$ cat src/rtl/uart_pkg.sv
// Shared UART definitions: receiver state encoding, frame geometry and default bit timing.
// The transmit path uses the same default bit period.
package uart_pkg;

    localparam int unsigned DATA_BITS            = 8;
    localparam int unsigned CLKS_PER_BIT_DEFAULT = 5208;

    typedef enum logic [1:0] {
        StIdle,
        StStart,
        StData,
        StStop
    } rx_state_e;

endpackage

$ cat src/rtl/rx_bps_counter.sv
// Receive bit-period counter: free-runs while enabled and flags the half-bit and full-bit points.
// It has the same structure as the transmit-side baud counter.
module rx_bps_counter #(
    parameter int unsigned CLKS_PER_BIT = 5208
) (
    input  logic clk,
    input  logic rst,
    input  logic i_clr,
    input  logic i_en,
    output logic o_half_tick,
    output logic o_full_tick
);

    localparam int unsigned     CntW     = $clog2(CLKS_PER_BIT);
    localparam logic [CntW-1:0] HalfLast = CntW'(CLKS_PER_BIT / 2 - 1);
    localparam logic [CntW-1:0] FullLast = CntW'(CLKS_PER_BIT - 1);

    logic [CntW-1:0] r_cnt;

    always_ff @(posedge clk) begin
        if (rst || i_clr) begin
            r_cnt <= '0;
        end else if (i_en) begin
            r_cnt <= r_cnt + 1'b1;
        end
    end

    assign o_half_tick = (r_cnt == HalfLast);
    assign o_full_tick = (r_cnt == FullLast);

endmodule

$ cat src/rtl/uart_rx.sv
// 8N1 UART receiver: synchronizes the serial line, validates the start bit and samples each bit
// mid-period. Good frames produce a one-cycle valid pulse; a low stop bit produces an error pulse.
module uart_rx
    import uart_pkg::*;
#(
    parameter int unsigned CLKS_PER_BIT = CLKS_PER_BIT_DEFAULT
) (
    input  logic                 clk,
    input  logic                 rst,
    input  logic                 i_rx,
    output logic [DATA_BITS-1:0] o_rx_d,
    output logic                 o_rx_valid,
    output logic                 o_rx_err,
    output logic                 o_rx_busy
);

    localparam int unsigned     IdxW    = $clog2(DATA_BITS);
    localparam logic [IdxW-1:0] IdxLast = IdxW'(DATA_BITS - 1);

    logic                 r_rx_meta;
    logic                 r_rx_s;
    logic                 r_rx_prev;
    rx_state_e            r_state;
    rx_state_e            w_state_next;
    logic [IdxW-1:0]      r_idx;
    logic [DATA_BITS-1:0] r_shift;
    logic [DATA_BITS-1:0] r_rx_d;
    logic                 r_rx_valid;
    logic                 r_rx_err;

    logic w_half_tick;
    logic w_full_tick;
    logic w_cnt_clr;
    logic w_cnt_en;
    logic w_busy;
    logic w_start_ok;
    logic w_sample_bit;
    logic w_stop_sample;

    // Synchronizer flops reset high so an idle line never looks like a falling edge.
    always_ff @(posedge clk) begin
        if (rst) begin
            r_rx_meta <= 1'b1;
            r_rx_s    <= 1'b1;
            r_rx_prev <= 1'b1;
        end else begin
            r_rx_meta <= i_rx;
            r_rx_s    <= r_rx_meta;
            r_rx_prev <= r_rx_s;
        end
    end

    rx_bps_counter #(
        .CLKS_PER_BIT (CLKS_PER_BIT)
    ) u_bps_counter (
        .clk         (clk),
        .rst         (rst),
        .i_clr       (w_cnt_clr),
        .i_en        (w_cnt_en),
        .o_half_tick (w_half_tick),
        .o_full_tick (w_full_tick)
    );

    always_ff @(posedge clk) begin
        if (rst) begin
            r_state <= StIdle;
        end else begin
            r_state <= w_state_next;
        end
    end

    always_comb begin
        w_state_next = r_state;
        case (r_state)
            StIdle: begin
                // Edge-triggered start: a line held low after a break cannot restart a frame.
                if (r_rx_prev && !r_rx_s) begin
                    w_state_next = StStart;
                end
            end
            StStart: begin
                if (w_half_tick) begin
                    w_state_next = r_rx_s ? StIdle : StData;
                end
            end
            StData: begin
                if (w_full_tick && (r_idx == IdxLast)) begin
                    w_state_next = StStop;
                end
            end
            StStop: begin
                if (w_full_tick) begin
                    w_state_next = StIdle;
                end
            end
            default: begin
                w_state_next = StIdle;
            end
        endcase
    end

    always_comb begin
        w_busy        = (r_state != StIdle);
        w_cnt_en      = w_busy;
        w_start_ok    = (r_state == StStart) && (w_state_next == StData);
        w_sample_bit  = (r_state == StData) && w_full_tick;
        w_stop_sample = (r_state == StStop) && w_full_tick;
        w_cnt_clr     = (w_state_next != r_state) || w_sample_bit;
    end

    always_ff @(posedge clk) begin
        if (rst) begin
            r_idx      <= '0;
            r_shift    <= '0;
            r_rx_d     <= '0;
            r_rx_valid <= 1'b0;
            r_rx_err   <= 1'b0;
        end else begin
            r_rx_valid <= 1'b0;
            r_rx_err   <= 1'b0;
            if (w_start_ok) begin
                r_idx <= '0;
            end
            if (w_sample_bit) begin
                r_shift[r_idx] <= r_rx_s;
                r_idx          <= r_idx + 1'b1;
            end
            if (w_stop_sample) begin
                if (r_rx_s) begin
                    r_rx_d     <= r_shift;
                    r_rx_valid <= 1'b1;
                end else begin
                    r_rx_err   <= 1'b1;
                end
            end
        end
    end

    assign o_rx_d     = r_rx_d;
    assign o_rx_valid = r_rx_valid;
    assign o_rx_err   = r_rx_err;
    assign o_rx_busy  = w_busy;

endmodule

$ cat config.mk
export PLATFORM = sky130hd
export DESIGN_NAME = uart_rx
export DESIGN_NICKNAME = d
export VERILOG_FILES = /design/src/rtl/uart_pkg.sv /design/src/rtl/rx_bps_counter.sv /design/src/rtl/uart_rx.sv
export SDC_FILE = /design/constraint.sdc
export NUM_CORES = 1
export LEC_CHECK = 0
export ABC_AREA = 1
export CORE_MARGIN = 2
export CORE_UTILIZATION = 40
export CTS_CLUSTER_SIZE = 8
export DETAILED_ROUTE_END_ITERATION = 7
export SLEW_MARGIN = 0
export SYNTH_ARGS = -nofsm -noshare
export SYNTH_HDL_FRONTEND = slang
export SYNTH_SLANG_ARGS = --single-unit
$ cat constraint.sdc
create_clock -name clk -period 1.8 [get_ports clk]
set_input_delay 0.36 -clock clk [delete_from_list [all_inputs] [get_ports clk]]
set_output_delay 0.36 -clock clk [all_outputs]
set_load 0.1 [all_outputs]
Yosys cells after proc, flatten, opt, wreduce, memory -nomap -nowiden
Cells that the tools add are included.

word-level totals
  register bits after elaboration = 39
  latch bits = 0
  memory bits (writable) = 0
  bits in read-only memories = 0
  logic and storage cells = 50
  memories kept = 0

cells by class
  $add $sub $neg = 2
  $mul = 0
  div/mod/pow operators = 0
  $lt $le $gt $ge = 2
  equal/unequal tests = 8
  shifts and indexed selects = 0
  multiplexer cells = 13
  bitwise logic cells = 1
  reductions and logical operators = 14

operator list
  operator                                                            number
  adder 13 x 1 -> 13 bit (second input constant)                      1
  equality test 13 x 12 -> 1 bit (second input constant)              1
  equality test 13 bit (second input constant)                        1
  2-to-1 mux 2 bit                                                    5
  bitwise mux 8 bit                                                   1
  one-hot mux 2 bit (4 select lines)                                  1
  equality test 2 bit (second input constant)                         3
  logical AND 1 bit                                                   6
  2-to-1 mux 3 bit                                                    2
  less-than comparator 3 x 4 -> 1 bit (second input constant)         1
  nonzero test 2 bit                                                  2
  adder 3 x 1 -> 3 bit (second input constant)                        1
  demux 1 bit (select 3 bit)                                          1
  equality test 3 bit (second input constant)                         1
  greater-or-equal comparator 3 x 1 -> 1 bit (second input constant)  1
  2-to-1 mux 1 bit                                                    3
  equality test 2 x 1 -> 1 bit (second input constant)                1
  zero test 2 bit                                                     1
  logical OR 1 bit                                                    2
  inequality test 2 bit                                               1
  AND reduction 2 bit                                                 1
  OR reduction 2 bit                                                  1
  zero test 1 bit                                                     1
  NOT 1 bit                                                           1

Depth between registers and ports, before layout
  depth after elaboration = 8
  gate-level depth with buffers = 12
  gate-level depth less buffers = 11

Modules after synthesis
A second synthesis with hierarchy kept.

unflattened totals
  cells, all modules = 256
  area total of the unflattened synthesis = 1776.7 um2

modules (own cells, without submodules)
  module          instances  cells an instance  area an instance (um2)
  uart_rx         1          148                1066.0
  rx_bps_counter  1          108                710.7

Worst setup path after synthesis
Ideal clock, no wire load.

  path type = flip-flop to flip-flop
  from = register r_state[0]
  to = register u_bps_counter.r_cnt[8]
  setup time = 0.062 ns
  arrival = 1.707 ns
  slack = 0.031 ns
  cell stages (with the launch flop) = 8
  path buffers = 1
  clock period less this slack = 1.769 ns
  path through = dfxtp_1 -> nor2_2 -> inv_1 -> nand4_1 -> nand3_1 -> nand2_2 -> buf_6 -> nor2_2

RTL lines
  item                    line                  text
  start, declared         uart_rx.sv:23         rx_state_e r_state;
  start signal, assigned  uart_rx.sv:66         r_state <= StIdle;
  start signal, assigned  uart_rx.sv:68         r_state <= w_state_next;
  nonzero test 2 bit      uart_rx.sv:103        w_busy = (r_state != StIdle);
  named net o_rx_busy     uart_rx.sv:14         output logic o_rx_busy
  end signal, assigned    rx_bps_counter.sv:24  r_cnt <= r_cnt + 1'b1;
  end, declared           rx_bps_counter.sv:18  logic [CntW-1:0] r_cnt;

The timed path passes the listed nets, and every way through them passes these cells.
A chain may end at the register's enable or synchronous reset.

Worst setup path after layout
  from = register r_state[1]
  to = output o_rx_busy

between the ends
  longest elaborated chain between the ends = 1

RTL lines
  item                line
  nonzero test 2 bit  uart_rx.sv:103
  end, declared       uart_rx.sv:14

No other way between the ends.

==> flow_summary.ini <==
[worst_setup_path]
reg2reg_from = u_bps_counter.r_cnt[1]
worstSetupPathType = reg -> out
cp-end-kind = output pin
cp_max_fo = 7
required_ps = 1440
timing.rr.end = r_shift[1]
worst_setup_path_start_kind = flop
r2r_slack_ps = 190
critPathArrivalTime_ps = 1340
reg2reg_depth = 8

[die]
die_y_um = 73.0
die_w_um = 73.0
start_util_pct = 40.8
rows = 25
die_area_mm2 = 0.00533
io_pins = 14
core_mm2 = 0.00466

[global_routing]
grt_pass1_wl_um = 6790
grt_start_max_net_pins = 19
grt_pass1_vias = 1520
antenna_found_initial = 0
gr-usage-all-layers_pct = 16.3
gr-total-overflow = 0

[min_path]
hold_path_class = reg -> reg
holdPathEnd = r_rx_s
hp-start = r_rx_meta
min_path_cells = 1

[cells_and_area]
layout_commonest_cell = nand2_1
n_fill_cell = 458
utilization_pct = 50.6
n_antenna_cell = 0
syn2layout_area_growth_pct = 23.8
stdcell_count = 341
drive_gt1_share_pct = 22.0
final_cell_mix = 50 x nand2_1, 38 x dfxtp_1, 33 x inv_1
fin_nets = 292

[job]
max_cap_violations = 0

[cts]
clk_pin_slew_ps = 80
clk_path_buf_depth = 2
htree_levels = 2
clk_latency_ps = 290
cts_tree = built
cts_root_buffer = clkbuf_8
cts.sinks = 39
cts_buffers = 5

[sta]
fin_crit_ps = 1700
period_share_pct = 94.3
worstMarginPinSlew_ps = 353
drv_slew = 0
skew_ps = 6.73
max-slew-margin-rel_pct = 76.4
setup_violations = 0
rsz0062_at_grt = no
fin_setup_tns_ps = 0
hold_viol = 0
fmax_mhz = 589

[synth]
syn_area_per_cell_um2 = 7.21
synth_cell_types = 26
synth-seq-area-share_pct = 41.0
yosys_most_used_dff = dfxtp_1
syn_nets = 270
yosysTopAreaCell = dfxtp_1
syn-instance-count = 264
syn-cell-area_mm2 = 0.00190
synth_seq_cells = 39
synth.area.top_cells = dfxtp_1 41%, nand2_1 9.9%, inv_1 6.5%
synth_enable_flop_cells = 0
netlist.area_leader.share_pct = 41.0
synthArstFlopShare_pct = 0
synth_warnings = 0

[placed_design]
place_inst = 332
hpwlAfterDp_um = 2790
place_congestion = 0.817
port_buffers = 13

[routing]
wl_per_cell_um = 11.1
ant_nets = 0
drtIter0Drc = 165
vias = 1648
drt_pass1_iterations = 4
drc_errors = 0
vias_per_cell = 4.83
routed_wl_um = 3770

[outcome]
outcome = finished clean

[power_and_ir_drop]
power.density_mw_per_mm2 = 653
irDropWorstVdd_uv = 349
p_leak_uw = 0.000931
## flip-flops by register name, indices dropped and copies added, names as in the netlist
register             flops
o_rx_valid               1
r_rx_s                   1
r_rx_prev                1
r_shift                  8
o_rx_d                   8
o_rx_err                 1
r_rx_meta                1
r_idx                    3
r_state                  2
u_bps_counter.r_cnt     13
## repair_timing
action | in CTS | in global routing
hold buffers | 0 | 0
resized for setup | 0 | 6
buffers inserted | 0 | 1
setup endpoints to repair | 0 | 28
## layer usage
metal | share of wire (%) | GRT usage, % | routed length (um) | vias up
met5 | 0 | 0 | 0 | -
met4 | 1.0 | 5.56 | 39 | 0
met3 | 3.1 | 3.87 | 115 | 4
met2 | 44 | 24.2 | 1660 | 23
met1 | 52 | 23.2 | 1960 | 751
li1 | - | - | - | 870
## cells by family (layout without fill, tap and decap cells)
family,after synthesis,count (layout),synth area share [%]
AND/OR/NAND/NOR,137,137,34.5
buffers and inverters,46,69,10.1
flip-flops,39,39,41.0
AO/OA/AOI/OAI,29,29,7.82
XOR/XNOR,10,10,4.60
adder cells (fa/ha/maj),3,3,1.97
## power breakdown
part / switching [uW] / leakage, uW / internal [uW]
clock network: 317 / 0.0000402 / 270
logic: 47.3 / 0.000575 / 29.8
registers: 5.76 / 0.000315 / 869
total: 370 / 0.000931 / 1170
## worst max-delay path by stage
stage / start / to / slack (ps) / cells after the start
global route: r_state[1] / o_rx_busy / 20 / 3
global placement: u_bps_counter.r_cnt[0] / u_bps_counter.r_cnt[10] / 180 / 9
detailed placement: u_bps_counter.r_cnt[0] / u_bps_counter.r_cnt[10] / 120 / 9
CTS: u_bps_counter.r_cnt[0] / u_bps_counter.r_cnt[10] / 80 / 9
floorplan: r_state[0] / u_bps_counter.r_cnt[8] / 30 / 7
finish: r_state[1] / o_rx_busy / 100 / 3
## cell usage after synthesis, types with 3 or more instances
master   count
nand2_2      3
xor2_1      10
nor3_1      12
o21ai_0     10
nand3_1     12
nand4_1      5
nand2_1     50
nor2_1      32
dfxtp_1     39
inv_2        5
o21ai_1      7
ha_1         3
a21oi_1     11
nor3_2       3
inv_1       33
nor2_2      13
## final cells by class
type | count | area [um^2] | share of cell area (%)
clock buffers | 5 | 68.8 | 2.92
clock inverters | 3 | 20.0 | 0.850
inverters | 41 | 156 | 6.64
multi-input cells | 179 | 956 | 40.6
flip-flops and latches | 39 | 782 | 33.2
well taps | 54 | 67.6 | 2.87
repair buffers | 20 | 305 | 13.0
## worst max-delay path, cell delays in order, from the launching register on
cell and delay, ps:
dfxtp_1 360, nor2_2 300, inv_1 180, buf_12 200
## stage by stage
stage | hold WS, ps | power, uW | setup slack, ps | instance area (um^2)
6_report | 410 | 1540 | 102 | 2360
4_1_cts | 411 | 1560 | 83.3 | 2320
2_1_floorplan | 389 | 941 | 30.8 | 1900
5_1_grt | 439 | 1610 | 18.5 | 2360
3_3_place_gp | 391 | 970 | 182 | 2230
3_5_place_dp | 393 | 971 | 117 | 2230
Note: power is estimated with default switching activity, not from simulation.
==> variant (same flow settings) <==
`CLKS_PER_BIT_DEFAULT`: 5208 -> 1302.
--- a/src/rtl/uart_pkg.sv
+++ b/src/rtl/uart_pkg.sv
@@ -5,3 +5,3 @@
     localparam int unsigned DATA_BITS            = 8;
-    localparam int unsigned CLKS_PER_BIT_DEFAULT = 5208;
+    localparam int unsigned CLKS_PER_BIT_DEFAULT = 1302;
 
Function: no difference found for any inputs over 10 cycles, from zero or initial values and one cycle with rst high; that may be too few to reach the edited logic, so the function may still have changed.
==> variant against the unedited design <==
  * Maximum frequency about the same
  * Wire length decreased by 1.6%
  * Register-to-register slack got worse by 0.09 ns
  * Sequential cell count decreased by 2
  * Count of clock-buffer cells in the layout increased by 1
  * Worst hold slack improved by 0.015 ns
  * Non-clock buffer count increased by 10
  * Largest cell class unchanged
  * Area after synthesis decreased by 7.6%
  * First-iteration DRC count decreased by 53%
  * Design area decreased by 0.11%
  * Worst setup slack improved by 0.00077 ns
Power is not compared: it rests on default switching activity, and its combinational part moved more than twofold at a synthesized area within 25%.
==> variant: results <==
export IMPL_critPathSlowestCell="dfxtp_2"
export IMPL_place_ws_ns=0.001620
export IMPL_root_buffer="clkbuf_8"
export IMPL_gp_congestion=0.8512
export IMPL_status="completed"
export IMPL_layout_nets=283
export IMPL_fin_skew_ns=0.008016
export IMPL_final_layout_size_suffix_gt1_share_pct=26.09
export IMPL_yosys_top_cells_area="dfxtp_1, inv_1, nand2_1"
export IMPL_largest_reg_flops=11
export IMPL_htreeDepth=2
export IMPL_fill_cells=425
export IMPL_regMostFlops="u_bps_counter.r_cnt"
export IMPL_antenna_cells=0
export IMPL_netlist_cell_type_count=21
export IMPL_grt_pass1_wl_mm=5.982
export IMPL_cp_buffers_inverters=2
export IMPL_cp_top_family="simple AND/OR/NAND/NOR gates"
export IMPL_worstPathArrival_ns=1.93
export IMPL_synth_async_reset_ratio_pct=0
export IMPL_clkSlewWorstSetupHoldPaths_ns=0.07
export IMPL_routed_wl_mm=3.709
export IMPL_dr_pass1_iters=4
export IMPL_synthesis_nets=251
export IMPL_max_stage_delay_ns=0.40
export IMPL_synthFlopType="dfxtp_1"
export IMPL_drtIter0Drc=77
export IMPL_dpl_hpwl_mm=2.609
export IMPL_grt_use_total_pct=15.26
export IMPL_seq_area_frac_synth_pct=42.14
export IMPL_hold_class="register to register"
export IMPL_numCtsBuffers=5
export IMPL_ir_drop_v=0.0003558
export IMPL_grt_pass1_vias=1383
export IMPL_via_per_inst=4.866
export IMPL_grt_max_degree=16
export IMPL_worst_pin_slew_ns=0.5165
export IMPL_synthTopCellsByCount="inv_1, dfxtp_1, nand2_1, nor2_1, a21oi_1"
export IMPL_hold_viol=0
export IMPL_antenna_found_initial=0
export IMPL_path_max_fanout=5
export IMPL_p_switching_mw=0.4884
export IMPL_clk_latency_ns=0.29
==> variant: metrics by stage <==
stage,hold WS (ns),instance area (µm²),utilization (%),cells
floorplan,0.3895,1758,-,243
global placement,0.3922,2152,50.12,318
detailed placement,0.4041,2152,50.12,318
CTS,0.4324,2237,52.10,326
global route,0.4432,2354,54.81,328
finish,0.4257,2354,54.81,328
==> variant: path summary, 6_finish.rpt <==
kind	startpoint	endpoint	slack [ns]	cells past startpoint
worst max-delay path	r_idx[0]	u_bps_counter.r_cnt[8]	0.10	9
worst min-delay path	r_rx_meta	r_rx_s	0.43	1
worst max register to register	r_idx[0]	u_bps_counter.r_cnt[8]	0.10	9
worst min register to register	r_rx_meta	r_rx_s	0.43	1
==> variant: routing by layer <==
metal / up-vias / wire, µm / global-route usage (%)
met5: - / 0 / 0
met4: 0 / 88 / 8.333
met3: 7 / 132 / 3.030
met2: 28 / 1579 / 21.49
met1: 723 / 1909 / 21.65
li1: 838 / - / -
==> variant: repair_timing <==
item	4_1_cts	5_1_grt
setup endpoints to repair	4	28
buffers inserted	0	1
pin swaps	0	4
gates cloned	0	1
gates resized for setup	1	27
==> variant: power by group through the flow <==
stage               Sequential, mW  Clock (mW)  Combinational, mW
CTS                          0.844       0.577              0.242
finish                       0.846       0.559              0.288
global route                 0.848       0.610              0.316
detailed placement           0.864           0              0.241
floorplan                    0.863           0              0.167
global placement             0.863           0              0.239
==> variant: logic make-up after synthesis <==
group,after synthesis,synth area share [%]
flip-flops,37,42.14
buffers and inverters,46,10.32
AND/OR/NAND/NOR,116,30.96
adder cells (fa/ha/maj),5,3.559
XOR/XNOR,9,4.484
AO/OA/AOI/OAI,30,8.541
==> variant: final cells by class <==
cell class / instances / area [µm²] / share of cell area [%]
clock buffer: 6 / 72.57 / 3.083
clock inverter: 2 / 10.01 / 0.4253
inverter: 40 / 150.1 / 6.380
multi-input combinational: 161 / 943.4 / 40.09
sequential: 37 / 744.5 / 31.63
tap: 52 / 65.06 / 2.764
timing repair buffer: 30 / 367.9 / 15.63
